--- src/rtl/neuron_driver_pkg.sv ---
// rtl/neuron_driver_pkg.sv - shared constants, FSM encoding and index-width helper for neuron blocks
package neuron_driver_pkg;

    // Default fixed-point format shared by the neuron datapath blocks.
    localparam int unsigned NEURON_WIDTH     = 8;
    localparam int unsigned NEURON_FRAC_BITS = 3;

    // Driver FSM encoding (2 bits).
    localparam logic [1:0] ST_LOAD    = 2'd0;
    localparam logic [1:0] ST_FIRE    = 2'd1;
    localparam logic [1:0] ST_WAIT    = 2'd2;
    localparam logic [1:0] ST_PRESENT = 2'd3;

    // ceil(log2(n)), never less than 1, so a single-slot or single-count
    // index still gets a real bit.
    function automatic int unsigned idx_width(input int unsigned n);
        int unsigned w;
        w = 1;
        for (int i = 1; i < 32; i++) begin
            if ((32'd1 << w) < n) begin
                w = w + 1;
            end
        end
        return w;
    endfunction

endpackage

--- src/rtl/neuron_driver_packer.sv ---
// rtl/neuron_driver_packer.sv - slot-indexed value/weight vector register with zero-fill
//
// Ports:
//   clk_i, rstn_i          clock, synchronous active-low reset (clears both vectors)
//   wr_en_i                accept one (value, weight) pair this cycle
//   zero_fill_i            with wr_en_i: clear every slot above wr_idx_i
//   wr_idx_i               target slot
//   wr_value_i/wr_weight_i pair written into the slot
//   values_o/weights_o     packed vectors, slot i = bits [i*WIDTH +: WIDTH]
module neuron_driver_packer
    import neuron_driver_pkg::*;
#(
    parameter int unsigned NUM_INPUTS = 4,
    parameter int unsigned WIDTH      = NEURON_WIDTH,
    parameter int unsigned IDX_W      = idx_width(NUM_INPUTS)
) (
    input  logic                        clk_i,
    input  logic                        rstn_i,
    input  logic                        wr_en_i,
    input  logic                        zero_fill_i,
    input  logic [IDX_W-1:0]            wr_idx_i,
    input  logic [WIDTH-1:0]            wr_value_i,
    input  logic [WIDTH-1:0]            wr_weight_i,
    output logic [NUM_INPUTS*WIDTH-1:0] values_o,
    output logic [NUM_INPUTS*WIDTH-1:0] weights_o
);

    logic [NUM_INPUTS*WIDTH-1:0] values_q, values_d;
    logic [NUM_INPUTS*WIDTH-1:0] weights_q, weights_d;

    // Slots are only touched on an accepted beat, so the vectors stay
    // stable while the neuron consumes them.
    always_comb begin
        values_d  = values_q;
        weights_d = weights_q;
        if (wr_en_i) begin
            for (int i = 0; i < NUM_INPUTS; i++) begin
                if (wr_idx_i == IDX_W'(i)) begin
                    values_d[i*WIDTH +: WIDTH]  = wr_value_i;
                    weights_d[i*WIDTH +: WIDTH] = wr_weight_i;
                end else if (zero_fill_i && (IDX_W'(i) > wr_idx_i)) begin
                    // Short transaction: stale data from the previous
                    // transaction must not leak into unused slots.
                    values_d[i*WIDTH +: WIDTH]  = '0;
                    weights_d[i*WIDTH +: WIDTH] = '0;
                end
            end
        end
    end

    always_ff @(posedge clk_i) begin
        if (!rstn_i) begin
            values_q  <= '0;
            weights_q <= '0;
        end else begin
            values_q  <= values_d;
            weights_q <= weights_d;
        end
    end

    assign values_o  = values_q;
    assign weights_o = weights_q;

endmodule

--- src/rtl/neuron_driver.sv ---
// rtl/neuron_driver.sv - packs a (value, weight) stream for a neuron, fires it and returns the result
//
// Optional feature macro: NEURON_DRIVER_TIMEOUT_EN (WAIT watchdog; RESULT_TIMEOUT tied 0 without it)
//
// Ports:
//   CLK, RSTN                      clock, synchronous active-low reset
//   S_VALUE/S_WEIGHT/S_BIAS        streamed pair, bias taken on beat 0
//   S_LAST/S_VALID/S_READY         stream framing and handshake
//   VALUES_OUT/WEIGHTS_OUT         packed vectors to the neuron
//   BIAS_OUT, VALID_OUT            latched bias, one-cycle fire pulse
//   NEURON_VALUE_IN/_VALID_IN/_OVERFLOW_IN  neuron result interface
//   RESULT/RESULT_VALID/RESULT_READY        downstream result handshake
//   RESULT_OVERFLOW, RESULT_TIMEOUT         per-transaction status
//   PROTO_ERR                      sticky framing error (missing S_LAST)
module neuron_driver
    import neuron_driver_pkg::*;
#(
    parameter int unsigned NUM_INPUTS     = 4,
    parameter int unsigned WIDTH          = NEURON_WIDTH,
    parameter int unsigned FRAC_BITS      = NEURON_FRAC_BITS,
    parameter int unsigned TIMEOUT_CYCLES = 64
) (
    input  logic                        CLK,
    input  logic                        RSTN,
    input  logic [WIDTH-1:0]            S_VALUE,
    input  logic [WIDTH-1:0]            S_WEIGHT,
    input  logic [WIDTH-1:0]            S_BIAS,
    input  logic                        S_LAST,
    input  logic                        S_VALID,
    output logic                        S_READY,
    output logic [NUM_INPUTS*WIDTH-1:0] VALUES_OUT,
    output logic [NUM_INPUTS*WIDTH-1:0] WEIGHTS_OUT,
    output logic [WIDTH-1:0]            BIAS_OUT,
    output logic                        VALID_OUT,
    input  logic [WIDTH-1:0]            NEURON_VALUE_IN,
    input  logic                        NEURON_VALID_IN,
    input  logic                        NEURON_OVERFLOW_IN,
    output logic [WIDTH-1:0]            RESULT,
    output logic                        RESULT_VALID,
    input  logic                        RESULT_READY,
    output logic                        RESULT_OVERFLOW,
    output logic                        RESULT_TIMEOUT,
    output logic                        PROTO_ERR
);

    localparam int unsigned      IDX_W    = idx_width(NUM_INPUTS);
    localparam logic [IDX_W-1:0] LAST_IDX = IDX_W'(NUM_INPUTS - 1);

    // Format parameters are carried for the neuron; reject nonsense early.
    if (NUM_INPUTS < 1 || FRAC_BITS >= WIDTH || TIMEOUT_CYCLES < 1) begin : g_bad_params
        $error("neuron_driver: invalid NUM_INPUTS/FRAC_BITS/TIMEOUT_CYCLES");
    end

    logic [1:0]       state_q, state_d;
    logic [IDX_W-1:0] idx_q, idx_d;
    logic [WIDTH-1:0] bias_q, bias_d;
    logic [WIDTH-1:0] result_q, result_d;
    logic             ovf_q, ovf_d;
    logic             first_present_q, first_present_d;
    logic             proto_err_q, proto_err_d;
    logic             beat;

`ifdef NEURON_DRIVER_TIMEOUT_EN
    localparam int unsigned     CNT_W    = idx_width(TIMEOUT_CYCLES);
    localparam logic [CNT_W-1:0] CNT_LAST = CNT_W'(TIMEOUT_CYCLES - 1);
    logic [CNT_W-1:0] cnt_q, cnt_d;
    logic             timeout_q, timeout_d;
`endif

    assign beat = S_VALID && (state_q == ST_LOAD);

    always_comb begin
        state_d         = state_q;
        idx_d           = idx_q;
        bias_d          = bias_q;
        result_d        = result_q;
        ovf_d           = ovf_q;
        first_present_d = 1'b0;
        proto_err_d     = proto_err_q;
`ifdef NEURON_DRIVER_TIMEOUT_EN
        cnt_d           = cnt_q;
        timeout_d       = timeout_q;
`endif
        case (state_q)
            ST_LOAD: begin
                if (beat) begin
                    if (idx_q == '0) begin
                        bias_d = S_BIAS;
                    end
                    if (S_LAST || (idx_q == LAST_IDX)) begin
                        // A full vector without S_LAST is flagged but still
                        // fired so the layer keeps moving.
                        state_d = ST_FIRE;
                        if (!S_LAST) begin
                            proto_err_d = 1'b1;
                        end
                    end else begin
                        idx_d = idx_q + 1'b1;
                    end
                end
            end
            ST_FIRE: begin
                ovf_d   = 1'b0;
                state_d = ST_WAIT;
`ifdef NEURON_DRIVER_TIMEOUT_EN
                cnt_d   = '0;
`endif
            end
            ST_WAIT: begin
                ovf_d = ovf_q | NEURON_OVERFLOW_IN;
                if (NEURON_VALID_IN) begin
                    result_d        = NEURON_VALUE_IN;
                    state_d         = ST_PRESENT;
                    first_present_d = 1'b1;
                end
`ifdef NEURON_DRIVER_TIMEOUT_EN
                else if (cnt_q == CNT_LAST) begin
                    result_d        = '0;
                    timeout_d       = 1'b1;
                    state_d         = ST_PRESENT;
                    first_present_d = 1'b1;
                end else begin
                    cnt_d = cnt_q + 1'b1;
                end
`endif
            end
            ST_PRESENT: begin
                // Neurons that register their overflow flag raise it one
                // cycle after the result; keep listening for that cycle.
                if (first_present_q) begin
                    ovf_d = ovf_q | NEURON_OVERFLOW_IN;
                end
                if (RESULT_READY) begin
                    state_d   = ST_LOAD;
                    idx_d     = '0;
`ifdef NEURON_DRIVER_TIMEOUT_EN
                    timeout_d = 1'b0;
`endif
                end
            end
            default: begin
                state_d = ST_LOAD;
            end
        endcase
    end

    always_ff @(posedge CLK) begin
        if (!RSTN) begin
            state_q         <= ST_LOAD;
            idx_q           <= '0;
            bias_q          <= '0;
            result_q        <= '0;
            ovf_q           <= 1'b0;
            first_present_q <= 1'b0;
            proto_err_q     <= 1'b0;
`ifdef NEURON_DRIVER_TIMEOUT_EN
            cnt_q           <= '0;
            timeout_q       <= 1'b0;
`endif
        end else begin
            state_q         <= state_d;
            idx_q           <= idx_d;
            bias_q          <= bias_d;
            result_q        <= result_d;
            ovf_q           <= ovf_d;
            first_present_q <= first_present_d;
            proto_err_q     <= proto_err_d;
`ifdef NEURON_DRIVER_TIMEOUT_EN
            cnt_q           <= cnt_d;
            timeout_q       <= timeout_d;
`endif
        end
    end

    neuron_driver_packer #(
        .NUM_INPUTS (NUM_INPUTS),
        .WIDTH      (WIDTH),
        .IDX_W      (IDX_W)
    ) u_packer (
        .clk_i       (CLK),
        .rstn_i      (RSTN),
        .wr_en_i     (beat),
        .zero_fill_i (S_LAST),
        .wr_idx_i    (idx_q),
        .wr_value_i  (S_VALUE),
        .wr_weight_i (S_WEIGHT),
        .values_o    (VALUES_OUT),
        .weights_o   (WEIGHTS_OUT)
    );

    assign S_READY         = (state_q == ST_LOAD);
    assign VALID_OUT       = (state_q == ST_FIRE);
    assign RESULT_VALID    = (state_q == ST_PRESENT);
    assign BIAS_OUT        = bias_q;
    assign RESULT          = result_q;
    assign RESULT_OVERFLOW = ovf_q;
    assign PROTO_ERR       = proto_err_q;
`ifdef NEURON_DRIVER_TIMEOUT_EN
    assign RESULT_TIMEOUT  = timeout_q;
`else
    assign RESULT_TIMEOUT  = 1'b0;
`endif

endmodule

--- config.mk ---
export PLATFORM = sky130hd
export DESIGN_NAME = neuron_driver
export DESIGN_NICKNAME = d
export VERILOG_FILES = /design/src/rtl/neuron_driver_pkg.sv /design/src/rtl/neuron_driver_packer.sv /design/src/rtl/neuron_driver.sv
export SDC_FILE = /design/constraint.sdc
export NUM_CORES = 1
export LEC_CHECK = 0
export ABC_AREA = 1
export CORE_ASPECT_RATIO = 1.1
export CORE_UTILIZATION = 32
export CTS_CLUSTER_SIZE = 16
export DETAILED_ROUTE_END_ITERATION = 8
export PLACE_DENSITY = 0.56
export RECOVER_POWER = 25
export SLEW_MARGIN = 10
export SYNTH_ARGS = -nofsm -noshare
export SYNTH_HDL_FRONTEND = slang
export SYNTH_HIERARCHICAL = 1
export SYNTH_SLANG_ARGS = --single-unit
--- constraint.sdc ---
create_clock -name CLK -period 2 [get_ports CLK]
set_clock_uncertainty 0.15 [all_clocks]
set_input_delay 0.6 -clock CLK [delete_from_list [all_inputs] [get_ports CLK]]
set_output_delay 0.6 -clock CLK [all_outputs]
set_load 0.01 [all_outputs]
* Word-level counts from Yosys, hierarchy flattened *
Cells that the tools add are included.
W data, S select, Z words.

cells by class
  div/mod/pow operators = 0
  shift operators = 0
  mux-type cells = 23
  magnitude comparators = 4
  add/subtract/negate cells = 1
  bitwise logic cells = 2
  multiply operators = 0
  reductions and logical operators = 25
  eq/ne operators = 12

operators with widths
  cell                   count
  $mux W8                12
  $reduce_and A2 Y1      7
  $mux W2                6
  $reduce_and A4 Y1      3
  $reduce_bool A2 Y1     5
  $eq A2 B2 Y1 const B   4
  $ne A2 B1 Y1 const B   4
  $pmux W2 S4            1
  $logic_and A1 B1 Y1    5
  $eq A2 B1 Y1 const B   2
  $gt A1 B2 Y1 const A   2
  $gt A2 B2 Y1 const A   2
  $logic_not A2 Y1       2
  $ne A2 B2 Y1 const B   2
  $pmux W2 S2            1
  $pmux W1 S3            1
  $reduce_and A3 Y1      1
  $reduce_bool A3 Y1     1
  $add A2 B1 Y2 const B  1
  $mux W1                2
  $logic_or A1 B1 Y1     1
  $not A1 Y1             1
  $or A1 B1 Y1           1

word-level totals
  output and inout port bits = 86
  bits in writable memories = 0
  bits in read-only memories = 0
  logic and storage cells = 82
  register bits = 87
  latch bits = 0
  memories kept = 0

* Logic depth before layout (Yosys ltp) *
  depth in word-level cells = 5
  gate-level depth with buffers = 11
  mapped depth without buffers = 10

* By module *
The synthesis kept the hierarchy.

modules (own cells, without submodules)
  module                times used  area an instance (um^2)  cells each
  neuron_driver_packer  1           2667.6                   357
  neuron_driver         1           1039.7                   141

* Worst setup path after synthesis *
Ideal clock, no wire load.

  kind = register to register
  from = register state_q[0]
  to = register u_packer.values_q[16], in the netlist u_packer/values_o[16]
  cell stages (with the launch flop) = 12
  setup slack = 0.232 ns
  library setup time = 0.128 ns
  period minus slack after synthesis = 1.768 ns
  arrival time = 1.490 ns
  cell sequence = dfxtp_1 > inv_1 > ha_1 > nand2_2 > inv_2 > buf_6 > inv_2 > a21oi_4 > buf_6 > nand3_1 > nand2_1 > nor2_1

on the way
  longest elaborated chain between the ends = 3

ends and longest elaborated chain
  element                      line                        text
  from (decl)                  neuron_driver.sv:54         logic [1:0] state_q, state_d;
  from (signal assigned)       neuron_driver.sv:161        state_q <= state_d;
  $logic_not A2 Y1             --
  net S_READY                  neuron_driver.sv:30         output logic S_READY,
  $logic_and A1 B1 Y1          neuron_driver.sv:70         assign beat = S_VALID && (state_q == ST_LOAD);
  net beat                     neuron_driver.sv:61         logic beat;
  $reduce_and A2 Y1 (no line)  --
  to (signal assigned)         neuron_driver_packer.sv:56  values_q <= values_d;
  to (decl)                    neuron_driver_packer.sv:28  logic [NUM_INPUTS*WIDTH-1:0] values_q, values_d;

The timed path passes the listed nets, and every way through them passes these cells.
A chain may end at the register's enable or synchronous reset.

* Final worst setup path *
  from = register u_packer.values_q[11], in the netlist u_packer/values_o[11]
  to = output VALUES_OUT[11]

RTL lines
  element    line                 text
  to (decl)  neuron_driver.sv:31  output logic [NUM_INPUTS*WIDTH-1:0] VALUES_OUT,

No word-level cell between the ends.

==> out/qor.csv <==
stage,metric,value,unit
outcome,status,completed,
clocking,cts_tree,built,
critical_path,crit_buf_inv,1,
clocking,insertion_delay,340,ps
critical_path,slowest_stage,clkdlybuf4s50_1,
finish,fin_cells,773,
floorplan,design.die.area,12000,um2
placement,io_buffer_count,123,
grt,grt_usage,17.8,%
yosys,synth_area,3710,um2
yosys,synth_top_flop_cell,dfxtp_1,
yosys,synth_area_leader_cell,dfxtp_1,
floorplan,dieHeight,115,um
hold_path,holdCritPathClass,reg -> reg,
yosys,synth_cells,498,
yosys,synth_top_family_by_area,simple AND/OR/NAND/NOR gates,
power,powerDensity,1270,nW/um2
grt,grt_pass1_wl,16.6,mm
critical_path,start_kind,register,
finish,drive_above_1_share,8.47,%
critical_path,r2r_cells,9,
yosys,ys_seq_area_share,47.0,%
drt,via_count,3648,
drt,vias_per_cell,4.72,
finish,postLayoutCoreUtil,48.8,%
critical_path,r2r_start,state_q[0],
drt,firstDrtPassIters,4,
clocking,postCtsSetupBuffers,0,
timing,post-route-period-util,98.8,%
yosys,syn_nets,544,
timing,finalHoldViolCount,0,
drt,route.detailed.drc,0,
timing,slew_violations,0,
clocking,clkTransAtPathRegs,60,ps
yosys,yosysWarnings,6,
critical_path,worstSetupEndpointType,primary output,
placement,dp.cells,757,
grt,grt_pass1_vias,3373,
yosys,synth_area_leaders,"dfxtp_1, nand2_1, nor2_1",
yosys,synth.top_cell.area_share,47.0,%
timing,whs,311,ps
critical_path,path_cells,clkdlybuf4s50_1,
drt,dr.first_iter.drc_count,171,
critical_path,cp.arrival,1230,ps
critical_path,path_class,reg -> out,
hold_path,hold-path-cell-count,2,
yosys,yosysUniqueCellTypes,30,
timing,post-route-min-period,1980,ps
yosys,synth_simple_gate_area_share,31.2,%
yosys,synth_mux_area_share,0,%
yosys,async_flop_share,0,%
grt,grt_max_degree,45,
power,power.leakage,2.38,nW
grt,grt_overflow,0,
yosys,synth-compound-area-share,9.79,%
yosys,yosys_register_bits,87,
critical_path,crit_cells,1,
critical_path,cpLargestDelayFamily,buffers and inverters,
floorplan,die_w,105,um
clocking,clockBufferDepth,2,
floorplan,start_util,33.4,%
clocking,numCtsBuffers,9,
timing,setup_viol,0,
yosys,synth_most_common_cell,nand2_1,
clocking,htreeDepth,3,
yosys,synth_xor_area_share,0,%
finish,diodes,0,
yosys,syn_avg_cell_area,7.44,um2
clocking,cts.sink_count,87,
finish,layout.nets,667,
critical_path,crit_start,u_packer/values_o[11],
drt,post_drt_wl_per_cell,13.7,um
floorplan,core_area,11100,um2
floorplan,io_pins,125,
drt,totalWireLength,10.6,mm
placement,placed_cell_area,5110,um2
job,max_cap_violations,0,
grt,antenna_found_initial,0,
placement,hpwl,7.83,mm
drt,wl_met3,728,um
critical_path,critPathRequiredTime,1250,ps
timing,max_freq,506,MHz
floorplan,row_count,40,
drt,top_layer,met4,
power,ir_drop,0.000409,V
yosys,synth-edff-count,0,
placement,gp_congestion,0.749,
drt,wl_met1,4.42,mm
hold_path,hp-start,u_packer/values_o[28],
drt,ant_nets,0,
yosys,yosys.area_share.adder,2.36,%
finish,fin_area,5420,um2
drt,wl_met2,5.22,mm
yosys,synth_common_cells,"nand2_1, dfxtp_1, nor2_1",
clocking,cts_root_buffer,clkbuf_16,
critical_path,cpPeakStageDelay,540,ps
critical_path,crit_path_max_fanout,2,
finish,area_delta_synth_final,46.2,%
## metal layers
| metal | up-vias | global-route usage (%) |
|---|---|---|
| met2 | 119 | 31.1 |
| met4 | 0 | 7.70 |
| met3 | 14 | 4.88 |
| met1 | 1654 | 20.5 |
| li1 | 1861 | - |
| met5 | - | 0 |
## sequential cells by signal (all words and copies together), names as in the netlist, 2 cells and up
signal              count
BIAS_OUT                8
RESULT                  8
idx_q                   2
state_q                 2
u_packer/values_o      32
u_packer/weights_o     32
## cells in the final DEF, fill, tap and decap left out, types with 5 or more instances in the layout
master / synthesis / routed
ha_1: 7 / 6
o21ai_0: 15 / 15
dfxtp_1: 87 / 85
clkdlybuf4s25_1: 0 / 22
clkbuf_16: 0 / 9
inv_2: 3 / 5
nor2_1: 84 / 85
clkbuf_1: 9 / 5
a21oi_1: 40 / 40
o21ai_1: 10 / 10
buf_4: 4 / 16
nand4_1: 28 / 28
nand2_1: 92 / 93
nand3_1: 46 / 46
nand2_2: 6 / 5
dlymetal6s2s_1: 0 / 13
clkdlybuf4s50_1: 0 / 75
dlygate4sd2_1: 0 / 6
inv_1: 36 / 34
## cells by family (layout without fill, tap and decap cells)
group	Yosys count	after routing
and+or+nand+nor	261	261
DFF	87	87
buffers and inverters	73	201
AOI/OAI and AO/OA	69	69
adders and majority gates	7	7
other	1	1
## final timing paths
path,to,slack [ps]
hold / removal,u_packer/values_o[28],310
hold reg to reg,u_packer/values_o[28],310
setup reg to reg,u_packer/weights_o[31],210
setup / recovery,VALUES_OUT[11],20
## report_power, final
part | switching (mW) | internal [mW]
logic | 1.61 | 1.28
clock network | 0.654 | 1.00
registers | 0.219 | 2.10
## what timing repair did
action / CTS / global route
setup endpoints to repair: 8 / 39
hold buffers: 0 / 0
resized for setup: 12 / 42
endpoints found under the hold margin: 0 / 0
## through the flow
step / worst slack, ps / TNS (ps) / power (mW)
final: 24.1 / 0 / 6.87
after global routing: -2.42 / -2.42 / 7.37
after CTS: 0.271 / 0 / 6.96
after detailed placement: -154 / -5880 / 5.30
after global placement: -128 / -4450 / 5.27
after floorplan: 232 / 0 / 4.13
## area by class of cell
type | instances | area (um2)
clock buffer | 13 | 250
inverter | 43 | 165
clock inverter | 3 | 42.5
fill | 1128 | 5690
multi-input combinational | 338 | 1610
sequential | 87 | 1750
timing repair buffer | 142 | 1430
tap | 147 | 184
Power figures use the tool's default switching activity.
